## config.mk

```make
export PLATFORM = sky130hd
export DESIGN_NAME = ca_code_gen
export DESIGN_NICKNAME = d
export VERILOG_FILES = /design/src/rtl/ca_code_gen.sv
export SDC_FILE = /design/constraint.sdc
export NUM_CORES = 1
export LEC_CHECK = 0
export BUFFER_PORTS_ARGS = -buffer_cell sky130_fd_sc_hd__buf_2
export CORE_ASPECT_RATIO = 0.5
export CORE_MARGIN = 1
export CORE_UTILIZATION = 53
export DETAILED_ROUTE_END_ITERATION = 8
export PLACE_DENSITY = 0.75
export RECOVER_POWER = 50
export SYNTH_ARGS = -nofsm -noshare
export SYNTH_HDL_FRONTEND = slang
export SYNTH_SLANG_ARGS = --single-unit
export TNS_END_PERCENT = 50
```

## constraint.sdc

```tcl
create_clock -name clk -period 2.5 [get_ports clk]
set_clock_uncertainty 0.15 [all_clocks]
set_input_delay 0.25 -clock clk [delete_from_list [all_inputs] [get_ports clk]]
set_output_delay 0.25 -clock clk [all_outputs]
set_load 0.01 [all_outputs]
```

## src/rtl/ca_code_gen.sv

```systemverilog
// C/A Gold code replica generator for one tracking channel.
// Consumes the half-chip strobe from the code NCO and produces early/prompt/late
// taps spaced one half-chip apart, full-chip and epoch strobes, PRN load, code
// slew by half-chip swallowing, and a TIC-latched code phase.
`timescale 1ns/1ps
module ca_code_gen #(
    parameter int         CODE_LEN = 1023,
    parameter logic [9:0] G1_INIT  = 10'h3FF
) (
    input  logic        clk,
    input  logic        rstn,
    input  logic        hc_enable,
    input  logic        tic_enable,
    input  logic        prn_key_enable,
    input  logic [9:0]  prn_key,
    input  logic        slew_enable,
    input  logic [10:0] slew,
    output logic        fc_enable,
    output logic        dump_enable,
    output logic        early,
    output logic        prompt,
    output logic        late,
    output logic [10:0] code_phase,
    output logic        slew_busy
);

    localparam logic [9:0] LAST_CHIP = 10'(CODE_LEN - 1);

    logic [9:0]  g1;
    logic [9:0]  g2;
    logic [9:0]  chip_cnt;
    logic        hc_phase;
    logic [10:0] slew_cnt;
    logic        ca;
    logic        g1_fb;
    logic        g2_fb;
    logic        hc_eff;

    assign ca        = g1[9] ^ g2[9];
    assign g1_fb     = g1[2] ^ g1[9];
    assign g2_fb     = g2[1] ^ g2[2] ^ g2[5] ^ g2[7] ^ g2[8] ^ g2[9];
    assign slew_busy = (slew_cnt != 11'd0);

    // A half-chip only advances the replica when no strobe or pending slew claims it.
    assign hc_eff = hc_enable & ~slew_busy & ~slew_enable & ~prn_key_enable;

    // Code generator state: priority is PRN load, slew load, slew swallow, then half-chip advance.
    always_ff @(posedge clk or negedge rstn) begin
        if (!rstn) begin
            g1          <= G1_INIT;
            g2          <= 10'd0;
            chip_cnt    <= 10'd0;
            hc_phase    <= 1'b0;
            slew_cnt    <= 11'd0;
            early       <= 1'b0;
            prompt      <= 1'b0;
            late        <= 1'b0;
            fc_enable   <= 1'b0;
            dump_enable <= 1'b0;
        end else begin
            fc_enable   <= 1'b0;
            dump_enable <= 1'b0;
            if (prn_key_enable) begin
                g1       <= G1_INIT;
                g2       <= prn_key;
                chip_cnt <= 10'd0;
                hc_phase <= 1'b0;
                slew_cnt <= 11'd0;
                early    <= 1'b0;
                prompt   <= 1'b0;
                late     <= 1'b0;
            end else if (slew_enable) begin
                // Reload rather than accumulate; a coincident half-chip is dropped.
                slew_cnt <= slew;
            end else if (slew_busy) begin
                // Swallow the half-chip: the replica is retarded by one half-chip.
                if (hc_enable) begin
                    slew_cnt <= slew_cnt - 11'd1;
                end
            end else if (hc_eff) begin
                early    <= ca;
                prompt   <= early;
                late     <= prompt;
                hc_phase <= ~hc_phase;
                if (hc_phase) begin
                    // Second half of the chip: advance to the next chip.
                    fc_enable <= 1'b1;
                    if (chip_cnt == LAST_CHIP) begin
                        chip_cnt    <= 10'd0;
                        g1          <= G1_INIT;
                        g2          <= prn_key;
                        dump_enable <= 1'b1;
                    end else begin
                        chip_cnt <= chip_cnt + 10'd1;
                        g1       <= {g1[8:0], g1_fb};
                        g2       <= {g2[8:0], g2_fb};
                    end
                end
            end
        end
    end

    // Measurement latch: captures the pre-edge code phase on each TIC.
    always_ff @(posedge clk or negedge rstn) begin
        if (!rstn) begin
            code_phase <= 11'd0;
        end else if (tic_enable) begin
            code_phase <= {chip_cnt, hc_phase};
        end
    end

endmodule

```

; ---- Yosys cells after proc, flatten, opt, wreduce, memory -nomap -nowiden
; Index checks and enable logic that the tools add are counted.
[op_classes]
add_sub_neg = 2
n_eq_ne = 3
muxes = 49
n_bitwise = 14
reduce_logical = 8
[op_table]
columns = operator, count
row1 = 10-bit 2-to-1 mux, 18
row2 = 11-bit 2-to-1 mux, 4
row3 = 1-bit 2-to-1 mux, 27
row4 = 11-bit nonzero test, 1
row5 = "11-bit by 1-bit subtractor with 11-bit output, second input constant", 1
row6 = "10-bit by 1-bit adder with 10-bit output, second input constant", 1
row7 = "10-bit equality test, second input constant", 1
row8 = 1-bit XOR, 7
row9 = 3-bit nonzero test, 2
row10 = "2-bit inequality test, second input constant", 2
row11 = 1-bit inverter, 4
row12 = 4-bit AND reduction, 1
row13 = 2-bit nonzero test, 2
row14 = 1-bit AND, 3
row15 = 3-bit AND reduction, 1
row16 = 2-bit AND reduction, 1
[word_totals]
reg_bits = 58
input_bits = 27
output_inout_bits = 17
elab_cells = 87

; ---- Longest topological paths before layout
; Gate-level depths: netlist of the first run.
[depth]
ltp_word = 11
ltp_mapped = 7
depth_no_buf = 6

; ---- Worst setup path after synthesis of the first run
; No wires, ideal clock.
[synth_timing]
path_type = flip-flop to flip-flop
from = register slew_cnt[0]
to = register chip_cnt[7]
setup_ns = 0.079
t_arrival_ns = 1.793
path_slack_ns = 0.479
stages_incl_launch_ff = 7
period_less_slack_ns = 2.021
path_cell_list = dfrtp_1 > inv_1 > ha_1 > nor4b_4 > nand4_2 > or4_1 > a21oi_1
[synth_via]
elab_chain_cells = 7
elab_cells_between_ends = 8
[synth_lines]
columns = item, line
row1 = start: declaration, 33  ; logic [10:0] slew_cnt;
row2 = start signal: assignment, 74  ; slew_cnt <= slew;
row3 = start signal: assignment, 78  ; slew_cnt <= slew_cnt - 11'd1;
row4 = 11-bit nonzero test (*), 42  ; assign slew_busy = (slew_cnt != 11'd0);
row5 = 1-bit inverter, 45  ; assign hc_eff = hc_enable & ~slew_busy & ~slew_enable & ~prn_key_enable;
row6 = 1-bit AND (3 in series), 45
row7 = 2-bit nonzero test (no line), -
row8 = 4-bit AND reduction (no line) (*), -
row9 = end signal: assignment, 94  ; chip_cnt <= chip_cnt + 10'd1;
row10 = end: declaration, 31  ; logic [9:0] chip_cnt;
; Mark *: on every way between the ends. The rest lies on a longest branch, timed or not.
; A chain may end at the register's enable or synchronous reset.

; ---- Final worst setup path of the first run
[layout_timing]
from = register slew_cnt[0]
to = output slew_busy
[layout_via]
elab_chain_cells = 1
[layout_lines]
columns = item, line
row1 = 11-bit nonzero test, 42
row2 = end: declaration, 24  ; output logic slew_busy
; Every way passes these cells.

==> flow_summary.yaml, run 1 <==
finish:
  antennaDiodeCount: 0
  area_growth_pct: 22.57
  fillers: 392
  drive_gt1_share_pct: 22.78
  seqCellArea_um2: 1464
  utilization_pct: 69.22
  layout.nets: 364
  multi_input_area_um2: 1309
global_routing:
  grt_max_degree: 24
  antenna_found_initial: 0
  gr-usage-all-layers_pct: 24.98
  grt_first_pass_wirelength_mm: 10.56
  grt_overflow: 0
  grt_pass1_vias: 2326
hold_path:
  hold_depth: 3
  min_path_type: "input pin to register"
  holdPathEnd: "g2[1]"
  min_from: "prn_key[1]"
synthesis:
  synth_top_cell_area_share_pct: 42.16
  synth-async-reset-ratio_pct: 100.0
  syn_area_um2: 2849
  syn_area_per_cell_um2: 10.44
  ys_seq_area_share_pct: 51.38
  synth_cell_types: 51
  post-synth-top-count-cell: "dfrtp_1"
  yosys-top-cells-area: "dfrtp_1 42%, dfstp_2 9.2%, a21oi_1 4.9%"
  ys_ff_latch: 58
  yosysWarnings: 0
  synth.net_count: 304
  syn-instance-count: 273
  synth_flop_cell: "dfrtp_1"
  synth_top_cell_by_area: "dfrtp_1"
  yosys-top-cells-count: "48 x dfrtp_1, 28 x a21oi_1, 27 x nor2_1"
  synth_edf_count: 0
sta:
  finalCriticalPeriod_ns: 2.218
  period_share_pct: 88.70
  worst_pin_slew_ns: 0.9589
  fmax_mhz: 450.9
  final_hold_viol_count: 0
  drv_slew: 0
  setup_tns_ns: 0
  max_slew_margin_pct: 36.07
  setup_viol: 0
  grt_setup_unrepaired: "false"
worst_setup_path:
  cpLargestDelayFamily: "buffers and inverters"
  endpoint_kind: "primary output"
  cpMaxStageDelayCell: "dfrtp_1"
  r2r_end: "chip_cnt[4]"
  r2r_cells: 6
  crit_chain: "inv_1 > ha_1 > nor4b_4 > buf_4 > nand3_1 > buf_2"
  critical_path_required_ns: 2.10
  startpoint_type: "register"
  r2r_start: "slew_cnt[0]"
  path_buf_inv: 3
  worst-r2r-setup-slack_ns: 0.37
  critical-path-max-stage-delay_ns: 0.37
  arrival_ns: 1.82
  worstSetupPathType: "register to primary output"
  crit_path_max_fanout: 5
die:
  die_height_um: 53.85
  dieArea_um2: 5691
  ios: 44
  core_um2: 5045
  die_x_um: 105.7
  rows: 18
  start_util_pct: 56.47
detailed_routing:
  vias_per_cell: 5.909
  totalWireLength_mm: 6.372
  drc: 0
  num_vias: 2411
  drtIter0Drc: 172
  ant_nets: 0
  first_pass_iters: 4
  wire_per_inst_um: 15.62
clock_tree:
  cts_buffers: 9
  cts_resized: 0
  clock_latency_ns: 0.34
  clock-root-buffer: "clkbuf_8"
  cts_tree: "built"
  cts_buffer_depth: 2
  numClockSinks: 58
  post-cts-setup-buffer-count: 0
  clk_pin_slew_ns: 0.06
  htreeDepth: 3
power:
  cellPowerDensity_nw_per_um2: 725.9
  power_frac_seq_pct: 42.9
  ir_drop_mv: 0.3741
  clkPwrFrac_pct: 42.7
  power.share.combinational_pct: 14.4
  switching_power_w: 0.0006375
  power_w: 0.002535
  swShare_pct: 25.15
  power.leakage_nw: 1.560
  p_int_w: 0.001897
run_status:
  status: "complete, no violations"
place:
  routabilityCongestion: 0.8782
  io_buffer_count: 43
  hpwl_mm: 4.518
run:
  cap_violations: 0
==> cells in the final DEF, fill, tap and decap left out, drive strengths merged, types with 2 or more instances in the layout <==
master / instances
xnor2: 7
a22o: 3
buf: 32
and4: 2
and3: 3
nand2: 26
dlygate4sd3: 10
a21oi: 28
bufinv: 3
mux2: 11
dfrtp: 48
o31ai: 3
nand4: 3
o22ai: 2
o22a: 9
o21ai: 7
nor2: 27
mux2i: 5
and2: 2
a22oi: 4
a32o: 2
inv: 8
nor2b: 2
a21o: 2
nand3: 9
dfstp: 10
or4: 3
nor4: 2
nor4b: 2
o211ai: 3
nor3: 7
clkbuf: 31
ha: 4
==> power groups by stage <==
stage	sequential, W	combinational, W	clock [W]
after floorplan	0.00109	0.000235	0
after global placement	0.00110	0.000345	0
after detailed placement	0.00110	0.000356	0
after CTS	0.00108	0.000371	0.00110
after global routing	0.00110	0.000409	0.00113
final	0.00109	0.000365	0.00108
==> through the flow <==
step                hold WS (ns)  setup slack, ns  instances  cell area (µm²)
CTS                    0.0002718           0.2743        408             3518
detailed placement       0.05293           0.3911        382             3166
floorplan                -0.1956           0.4788        273             2849
finish                   0.01995           0.2824        408             3492
global route            0.005397           0.1431        408             3492
global placement         0.04267           0.4548        382             3166
==> worst max-delay path by stage <==
stage                     start     endpoint  slack [ns]  cells after the start
floorplan           slew_cnt[0]  chip_cnt[7]        0.48                      6
global placement    slew_cnt[0]  chip_cnt[4]        0.45                      6
detailed placement  slew_cnt[0]  chip_cnt[4]        0.39                      6
CTS                 slew_cnt[0]    slew_busy        0.27                      6
global route        slew_cnt[0]    slew_busy        0.14                      6
finish              slew_cnt[0]    slew_busy        0.28                      6
==> tightest hold or removal path, delay by kind of cell <==
family,cells,cell delay [ns]
AOI/OAI and AO/OA,1,0.06
buffers and inverters,1,0.10
and+or+nand+nor,1,0.06
==> what timing repair did <==
item                                    CTS  global route
endpoints found under the setup margin    0             0
hold buffers                             10             0
hold endpoints to repair                 17             0
==> sequential cells by signal, indices dropped and copies added, names as in the netlist <==
name and count:
dump_enable 1, slew_cnt 11, hc_phase 1, early 1, prompt 1, chip_cnt 10
g1 10, g2 10, fc_enable 1, code_phase 11, late 1
==> layer usage <==
| layer | track usage [%] | vias to the layer above | part of all wire, % |
|---|---|---|---|
| li1 | - | 1116 | - |
| met1 | 29.98 | 1199 | 44 |
| met2 | 43.14 | 88 | 49 |
| met3 | 7.627 | 8 | 6.2 |
| met4 | 11.11 | 0 | 0.72 |
| met5 | 0 | - | 0 |
==> area by class of cell <==
cell class                      instances  share of cell area, %
Tap cell                               70                  2.508
Inverter                                8                 0.8599
Multi-Input combinational cell        195                  37.48
Clock inverter                          4                  2.795
Clock buffer                           12                  4.443
Timing Repair Buffer                   61                  9.996
Sequential cell                        58                  41.92
==> cell families after synthesis <==
family                   synth area share (%)
AND/OR/NAND/NOR                         17.08
AO/OA/AOI/OAI                           18.53
flip-flops                              51.38
buffers and inverters                   2.679
multiplexers                            6.105
XOR/XNOR                                2.459
adder cells (fa/ha/maj)                 1.757
No activity file was read; power rests on OpenSTA's default activity.
==> run 2: changes to the inputs <==
- BUFFER_PORTS_ARGS: -buffer_cell sky130_fd_sc_hd__buf_2 -> default
- DONT_BUFFER_PORTS: default -> 1
- HOLD_SLACK_MARGIN: default -> 0.08
- PLACE_DENSITY: 0.75 -> 0.68
- RECOVER_POWER: 50 -> 100
==> flow_summary.yaml, run 2 (synthesized netlist as in run 1, its figures left out) <==
global_routing:
  grt_max_degree: 59
  grt_first_pass_wirelength_mm: 10.09
  gr-usage-all-layers_pct: 24.29
  antenna_found_initial: 0
  grt_overflow: 0
  grt_pass1_vias: 2099
hold_path:
  min_path_type: "input pin to register"
worst_setup_path:
  crit_path_max_fanout: 5
  worstSetupPathType: "register to register"
  critical_path_required_ns: 2.57
  endpoint_kind: "register"
  startpoint_type: "register"
  arrival_ns: 2.28
detailed_routing:
  drc: 0
  wire_per_inst_um: 16.61
  totalWireLength_mm: 6.328
  met1_length_mm: 3.007
  dr_wl_met3_um: 414
  num_vias: 2177
  wl_met2_mm: 2.862
  vias_per_cell: 5.714
  ant_nets: 0
  top_layer: "met4"
  first_pass_iters: 4
  drtIter0Drc: 156
die:
  die_height_um: 53.85
  die_x_um: 105.7
  dieArea_um2: 5691
  rows: 18
  core_um2: 5045
  start_util_pct: 56.47
  ios: 44
sta:
  period_share_pct: 88.52
  drv_slew: 0
  grt_setup_unrepaired: "false"
  final_hold_viol_count: 0
  setup_tns_ns: 0
  max_slew_margin_pct: 5.592
  worst_pin_slew_ns: 1.416
  setup_viol: 0
  finalCriticalPeriod_ns: 2.213
  hold_slack_ns: 0.1091
  fmax_mhz: 451.9
finish:
  top_regs: "code_phase x11, slew_cnt x11"
  antennaDiodeCount: 0
  fillers: 406
  layoutNonFillerInstCount: 381
  multi_input_area_um2: 1295
  utilization_pct: 67.66
  final_common_cell: "dfrtp_1"
  area_growth_pct: 19.81
  layout.nets: 337
  drive_gt1_share_pct: 14.47
  postLayoutCellArea_um2: 3413
  final_cell_mix: "48 x dfrtp_1, 28 x a21oi_1, 27 x nor2_1, 27 x dlygate4sd3_1, 26 x nand2_1"
  seqCellArea_um2: 1464
place:
  hpwl_mm: 4.140
  dp.cells: 337
  routabilityCongestion: 0.8521
  io_buffer_count: 0
  place_area_um2: 2935
power:
  power.leakage_nw: 1.482
  cellPowerDensity_nw_per_um2: 704.3
  ir_drop_mv: 0.5702
clock_tree:
  clock-root-buffer: "clkbuf_8"
  clock_latency_ns: 0.34
  htreeDepth: 3
  clk_pin_slew_ns: 0.06
  cts_tree: "built"
  cts_buffer_depth: 2
  numClockSinks: 58
  cts_buffers: 9
  post-cts-setup-buffer-count: 0
  cts_resized: 0
run_status:
  status: "complete, no violations"
run:
  cap_violations: 0
==> run 2: area by class of cell <==
| class | instances | share of cell area, % |
|---|---|---|
| clock buffers | 14 | 4.765 |
| clock inverters | 2 | 1.760 |
| inverters | 8 | 0.8798 |
| multi-input cells | 195 | 37.94 |
| flip-flops and latches | 58 | 42.89 |
| well taps | 70 | 2.566 |
| repair buffers | 34 | 9.201 |
==> run 2: layer usage <==
metal / vias to the layer above / GRT usage (%)
li1: 1068 / -
met1: 1040 / 31.25
met2: 63 / 38.34
met3: 6 / 10.17
met4: 0 / 6.944
met5: - / 0
==> run 2: where the power goes <==
| part | switching (W) | internal (W) | leakage (nW) |
|---|---|---|---|
| logic | 0.000178 | 0.000162 | 0.638 |
| registers | 0.0000816 | 0.00101 | 0.733 |
| clock network | 0.000351 | 0.000617 | 0.111 |
==> run 2: timing repair <==
action / 4_1_cts / 5_1_grt
endpoints found under the setup margin: 0 / 0
hold endpoints to repair: 99 / 0
hold buffers: 28 / 0
==> run 2: worst max-delay path: stages (launching register included) <==
cell	delay (ns)
dfrtp_1	0.38
inv_1	0.13
ha_1	0.18
nor4b_4	0.28
clkbuf_1	0.24
nand3_1	0.22
a21o_1	0.29
a32o_1	0.23
==> run 2: final timing paths <==
path	start	endpoint	slack [ns]	cells after the start
worst max-delay path	slew_cnt[0]	slew_cnt[10]	0.29	7
worst min-delay path	hc_enable	slew_cnt[8]	0.11	4
worst max register to register	slew_cnt[0]	slew_cnt[10]	0.29	7
worst min register to register	g1[0]	g1[0]	0.36	2
max in group asynchronous	rstn	chip_cnt[2]	0.66	2
min in group asynchronous	rstn	chip_cnt[5]	0.69	2
==> run 2: metrics by stage <==
| step | setup WS [ns] | power, W |
|---|---|---|
| floorplan | 0.4788 | 0.001322 |
| global placement | 0.4289 | 0.001386 |
| detailed placement | 0.3470 | 0.001395 |
| CTS | 0.3344 | 0.002437 |
| global route | 0.1426 | 0.002523 |
| finish | 0.2870 | 0.002404 |
==> run 3: changes to the inputs <==
- REMOVE_ABC_BUFFERS: default -> 1
==> flow_summary.yaml, run 3 (synthesized netlist as in run 1, its figures left out) <==
worst_setup_path:
  cp-endpoint: "g2[0]"
  worst-path-stages: 6
  endpoint_kind: "register"
  worst-r2r-setup-slack_ns: 0.24
  startpoint_type: "register"
  worstSetupPathType: "register to register"
  r2r_end: "g2[0]"
  r2r_start: "slew_cnt[0]"
  worstSetupStartpoint: "slew_cnt[0]"
  cpMaxStageDelayCell: "nor4b_4"
  arrival_ns: 2.31
  cpLargestDelayFamily: "simple AND/OR/NAND/NOR gates"
  crit_path_max_fanout: 8
  critical-path-max-stage-delay_ns: 0.43
  critical_path_required_ns: 2.56
  path_buf_inv: 1
  crit_chain: "inv_1 > ha_1 > nor4b_4 > a41oi_2 > nor2_1 > a211oi_1"
  r2r_cells: 6
finish:
  antennaDiodeCount: 0
  fillers: 399
  final_common_cell: "dfrtp_1"
  layout.nets: 334
  final_cell_mix: "48 x dfrtp_1, 28 x a21oi_1, 27 x nor2_1"
  top_regs: "code_phase x11, slew_cnt x11"
  postLayoutCellArea_um2: 3373
  utilization_pct: 66.87
  drive_gt1_share_pct: 15.91
  area_growth_pct: 18.40
place:
  routabilityCongestion: 0.8959
  place_ws_ns: 0.2537
  hpwl_mm: 4.086
  place_area_um2: 2920
  io_buffer_count: 0
clock_tree:
  cts_tree: "built"
  cts_buffer_depth: 2
  cts_buffers: 9
  cts_resized: 0
  clock_latency_ns: 0.34
  clock-root-buffer: "clkbuf_8"
  htreeDepth: 3
  numClockSinks: 58
  post-cts-setup-buffer-count: 0
  cts_hold_buffers: 27
  clk_pin_slew_ns: 0.07
power:
  power.leakage_nw: 1.463
  ir_drop_mv: 0.5062
  cellPowerDensity_nw_per_um2: 663.4
  power_w: 0.002238
sta:
  finalCriticalPeriod_ns: 2.258
  final_hold_viol_count: 0
  worst_slack_ns: 0.2422
  fmax_mhz: 442.9
  worst_pin_slew_ns: 1.414
  period_share_pct: 90.31
  max_slew_margin_pct: 5.720
  setup_viol: 0
  grt_setup_unrepaired: "false"
  setup_tns_ns: 0
  drv_slew: 0
die:
  die_x_um: 105.7
  die_height_um: 53.85
  start_util_pct: 56.47
  rows: 18
  dieArea_um2: 5691
  core_um2: 5045
  ios: 44
global_routing:
  antenna_found_initial: 0
  grt_first_pass_wirelength_mm: 10.43
  grt_max_degree: 59
  grt_pass1_vias: 2119
  grt_overflow: 0
  gr-usage-all-layers_pct: 25.01
detailed_routing:
  first_pass_iters: 4
  totalWireLength_mm: 6.259
  vias_per_cell: 5.899
  num_vias: 2230
  drc: 0
  ant_nets: 0
  drtIter0Drc: 153
  wire_per_inst_um: 16.56
run:
  cap_violations: 0
hold_path:
  min_path_type: "input pin to register"
run_status:
  status: "complete, no violations"
[run 3: worst min path at each step]
stage	from	end	slack, ns	cells past startpoint
after global placement	rstn	slew_cnt[10]	-0.19	0
after floorplan	rstn	chip_cnt[0]	-0.20	0
after CTS	hc_enable	slew_cnt[1]	0.09	2
after global routing	hc_enable	slew_cnt[0]	0.1	2
final	hc_enable	slew_cnt[1]	0.10	2
after detailed placement	rstn	slew_cnt[10]	-0.19	0
[run 3: per-stage QoR]
step	hold WS, ns	std cells
floorplan	-0.1956	261
global placement	-0.1943	335
detailed placement	-0.1943	335
CTS	0.09239	378
global route	0.09946	378
finish	0.1012	378
[run 3: cell type report]
cell class                      instances  area (µm²)  share of cell area, %
Clock buffer                           12       165.2                  4.896
Clock inverter                          4       25.02                 0.7418
Inverter                                8       30.03                 0.8902
Multi-Input combinational cell        195        1309                  38.80
Sequential cell                        58        1464                  43.40
Tap cell                               70       87.58                  2.596
Timing Repair Buffer                   31       292.8                  8.680
[run 3: metal layers]
layer	wire length (µm)	track usage, %	part of all wire, %
met5	0	0	0
met4	53	7.639	0.85
met3	404	10.41	6.5
met1	2950	33.05	47
met2	2850	38.13	46
[run 3: where the power goes]
part / total (W) / switching (W) / internal, W
clock network: 0.000812 / 0.000375 / 0.000437
registers: 0.00109 / 0.0000785 / 0.00101
logic: 0.000334 / 0.000179 / 0.000155
total: 0.00224 / 0.000633 / 0.00161
